### config.mk
export PLATFORM = sky130hd
export DESIGN_NAME = twos_rca_nbit
export DESIGN_NICKNAME = d
export VERILOG_FILES = /design/src/rtl/twos_rca_nbit_pkg.sv /design/src/rtl/twos_rca_nbit_full_adder.sv /design/src/rtl/twos_rca_nbit.sv
export SDC_FILE = /design/constraint.sdc
export NUM_CORES = 1
export LEC_CHECK = 0
export ABC_CLOCK_PERIOD_IN_PS = 1000
export CORE_MARGIN = 2
export CORE_UTILIZATION = 39
export CTS_CLUSTER_DIAMETER = 120
export DETAILED_ROUTE_END_ITERATION = 12
export HOLD_SLACK_MARGIN = 0.12
export PLACE_DENSITY = 0.8
export SLEW_MARGIN = 20
export SYNTH_ARGS = -nofsm -noshare
export SYNTH_HDL_FRONTEND = slang
export SYNTH_HIERARCHICAL = 1
export SYNTH_SLANG_ARGS = --single-unit
### constraint.sdc
create_clock -name clk -period 1 [get_ports clk]
set_input_delay 0.2 -clock clk [delete_from_list [all_inputs] [get_ports clk]]
set_output_delay 0.2 -clock clk [all_outputs]
set_load 0.005 [all_outputs]
### src/rtl/twos_rca_nbit_pkg.sv
// Shared constants and bit-level helpers for the ripple-carry adder/subtractor.
package twos_rca_nbit_pkg;

  localparam int DEFAULT_N = 32;

  function automatic logic maj3(input logic a, input logic b, input logic c);
    maj3 = (a & b) | (a & c) | (b & c);
  endfunction

  function automatic logic xor3(input logic a, input logic b, input logic c);
    xor3 = a ^ b ^ c;
  endfunction

endpackage

### src/rtl/twos_rca_nbit_full_adder.sv
// Single-bit full adder cell used as one stage of the ripple chain.
module twos_rca_nbit_full_adder
  import twos_rca_nbit_pkg::*;
(
  input  logic a,
  input  logic b,
  input  logic ci,
  output logic s,
  output logic co
);

  assign s  = xor3(a, b, ci);
  assign co = maj3(a, b, ci);

endmodule

### src/rtl/twos_rca_nbit.sv
// N-bit two's-complement adder/subtractor: S = sext(A) +/- sext(B), exact N+1-bit
// result registered on every rising clk edge; cin = 1 selects subtraction.
module twos_rca_nbit
  import twos_rca_nbit_pkg::*;
#(
  parameter int N = DEFAULT_N
) (
  input  logic         clk,
  input  logic         rst,
  input  logic [N-1:0] A,
  input  logic [N-1:0] B,
  input  logic         cin,
  output logic [N:0]   S
);

  logic [N-1:0] bx_s;
  logic [N-1:0] sum_s;
  logic [N:0]   c_s;
  logic         msb_s;
  logic [N:0]   s_d;
  logic [N:0]   s_q;

  assign bx_s   = B ^ {N{cin}};
  assign c_s[0] = cin;

  for (genvar i = 0; i < N; i++) begin : g_stage
    twos_rca_nbit_full_adder u_fa (
      .a  (A[i]),
      .b  (bx_s[i]),
      .ci (c_s[i]),
      .s  (sum_s[i]),
      .co (c_s[i+1])
    );
  end

  // Extra stage over the sign-extended operands; the raw carry-out would give a wrong sign.
  assign msb_s = xor3(A[N-1], bx_s[N-1], c_s[N]);

  always_comb begin
    s_d = {msb_s, sum_s};
  end

  always_ff @(posedge clk or posedge rst) begin
    if (rst) begin
      s_q <= {(N+1){1'b0}};
    end else begin
      s_q <= s_d;
    end
  end

  assign S = s_q;

endmodule

==> results.toml <==
[run_status]
outcome = "finished, violations left"
violations_in_the_final_reports = "setup timing"

[clock_network]
cts.root.buffer_cell = "sky130_fd_sc_hd__clkbuf_8"
cts_tree = "built"
ctsHoldBuffers = 0
cts_buf_count = 5
clk_pin_slew_worst_paths_ns = 0.06
clock_path_buffers = 2
cts_max_level = 2
clkSinkCount = 33

[cells_and_area]
number_of_flip_flops_in_the_largest_register = 33
num-fill-cells = 360
insertedDiodeCount = 0
layoutNonFillerInstCount = 268
multi_input_area_mm2 = 0.001060
layout-drive-gt1-share = 0.4019
sequential_cell_area_um2 = 825.8
commonest_non_fill_non_tap_cell_in_the_layout = "sky130_fd_sc_hd__clkdlybuf4s50_1"
layout-area-overhead-vs-synth_pct = 59.95
fin_nets = 312
leading_cell_types_in_the_layout_fill_and_taps_excluded = "sky130_fd_sc_hd__clkdlybuf4s50_1, sky130_fd_sc_hd__buf_2, sky130_fd_sc_hd__dfrtp_1"

[floorplan]
core_box_area_mm2 = 0.004629
floorplan.io_pins = 100
die_h_um = 72.75
die_area_mm2 = 0.005292
chipWidth_um = 72.75
initial_cell_density_of_the_core = 0.3981
floorplan.rows = 25

[route]
count_of_vias_placed_by_the_detailed_router = 1177
drcViolationCount = 0
final_antenna_net_count = 0
avgRoutedWirePerCell_um = 15.21
drt-vias-per-instance = 4.392
drtPass1Iterations = 6
routed_wirelength_um = 4075
detailedRoute.firstIterationViolations = 33

[place]
numPortBuffers = 99
place.gp.congestion = 0.7154
detailed_place_hpwl_um = 3390
post-place-cells = 259

[synth]
ys_types = 8
number_of_nets_produced_by_synthesis = 203
synth_seq_area_share = 0.4481
synth-warning-count = 6
number_of_storage_elements_in_the_synthesis_netlist = 33
synthesis.area_mm2 = 0.001843
synth_cells = 104
synthesis.area_per_instance_um2 = 17.72

[timing]
timing_worst_slew_pin_value_ns = 0.3440
clock.fmax_mhz = 85.31
final_min_period_over_clock_period = 11.72
worst_slack_ns = -10.72
finalHoldWorstSlack_ns = 0.2613
grt_setup_unrepaired = "yes"
finalSetupViolations = 32
final-hold-violation-count = 0
min_period_ns = 11.72
slew_violations = 0
slew_headroom = 0.7707

[power]
power.sequential.fraction = 0.413
power.density_mw_per_mm2 = 1502
internal-power_mw = 3.196
part_of_the_total_power_dissipated_in_the_clock_network = 0.247
pwr-share-comb = 0.340
p_sw_mw = 1.233
switching_share_of_total_power = 0.2784
ir_drop_mv = 0.6477
leak_nw = 1.236

[setup_path]
slowest_delay_ns = 0.37
critPathCaptureType = "flip-flop"
worst_setup_path_startpoint = "cin"
worst_setup_path_start_kind = "input port"
worst-endpoint-required_ns = 1.17
cpMaxStageDelayCell = "sky130_fd_sc_hd__fa_2"
crit_top_cell = "sky130_fd_sc_hd__fa_2"
biggest_fanout_along_the_worst_timing_path = 4
crit_type = "input port to flip-flop"
crit_arrival_ns = 11.89

[global_route]
vias_in_the_first_global_route = 1355
track_usage = 0.1699
initial_antenna_violation_count = 0
grt_first_pass_wirelength_um = 6417
grt.overflow.total = 0
grt_start_max_net_pins = 26

[worst_hold_path]
hold_class = "input port to async pin"

[flow_run]
drv.max_cap_violation_count = 0
-- cells in the mapped netlist --
library cell | number | area (um2)
sky130_fd_sc_hd__xor2_4 | 1 | 27.53
sky130_fd_sc_hd__xor2_1 | 31 | 271.5
sky130_fd_sc_hd__dfrtp_1 | 33 | 825.8
sky130_fd_sc_hd__buf_8 | 3 | 45.04
sky130_fd_sc_hd__inv_1 | 1 | 3.750
sky130_fd_sc_hd__xnor2_1 | 2 | 17.52
sky130_fd_sc_hd__fa_1 | 32 | 640.6
sky130_fd_sc_hd__buf_6 | 1 | 11.26
-- kinds of logic (layout without fill, tap and decap cells) --
kind of cell | Yosys count | in the layout | share of synthesized area
xor+xnor | 34 | 34 | 0.1718
fa+ha+maj | 32 | 32 | 0.3476
buf+inv | 5 | 115 | 0.03258
flops | 33 | 33 | 0.4481
-- final cells by class --
cell class	instances	area share
clock buffers	7	0.03268
clock inverters	1	0.001698
inverters	1	0.001273
multi-input cells	66	0.3595
flip-flops and latches	33	0.2801
well taps	54	0.02292
repair buffers	106	0.3018
-- metrics by stage --
stage	TNS (ns)	utilization	power [mW]	worst slack, ns	cell area, um2
finish	-176.72	0.6368	4.429	-10.72	2948
global route	-180.80	0.6368	4.747	-10.98	2948
CTS	-176.80	0.6335	4.506	-10.75	2933
detailed placement	-196.68	0.6432	3.793	-11.34	2978
global placement	-194.34	0.6432	3.682	-11.22	2978
floorplan	-185.60	-	2.473	-10.86	1932
-- layer usage --
| metal | vias up | routed length [um] | track usage | share of wire |
|---|---|---|---|---|
| met5 | - | 0 | 0 | 0 |
| met4 | 0 | 127 | 0.1070 | 0.031 |
| met3 | 10 | 308 | 0.04282 | 0.076 |
| met2 | 60 | 2334 | 0.2990 | 0.57 |
| met1 | 586 | 1304 | 0.1806 | 0.32 |
| li1 | 521 | - | - | - |
-- power groups by stage --
stage          sequential, mW  combinational, mW  clock, mW
2_1_floorplan            1.92              0.556          0
6_report                 1.83               1.51       1.09
3_5_place_dp             1.88               1.92          0
4_1_cts                  1.84               1.54       1.13
5_1_grt                  1.87               1.70       1.18
3_3_place_gp             1.85               1.83          0
-- critical path: cells and delay by family --
family                     cells  cell delay, ns
adders and majority gates     32           11.15
buffers and inverters          1            0.10
xor gates and xnor gates       3            0.43
-- repair_timing --
action | CTS | global route
buffers inserted | 0 | 1
gates cloned | 0 | 0
endpoints found under the setup margin | 66 | 45
gates resized for setup | 143 | 1
endpoints found under the hold margin | 0 | 0
-- worst paths after layout --
kind	to	cells after the start
max	S[32]$_DFF_PP0_	36
min	S[25]$_DFF_PP0_	3
max in group asynchronous	S[5]$_DFF_PP0_	3
min in group clk	S[0]$_DFF_PP0_	3
No activity file was read; power rests on OpenSTA's default activity.
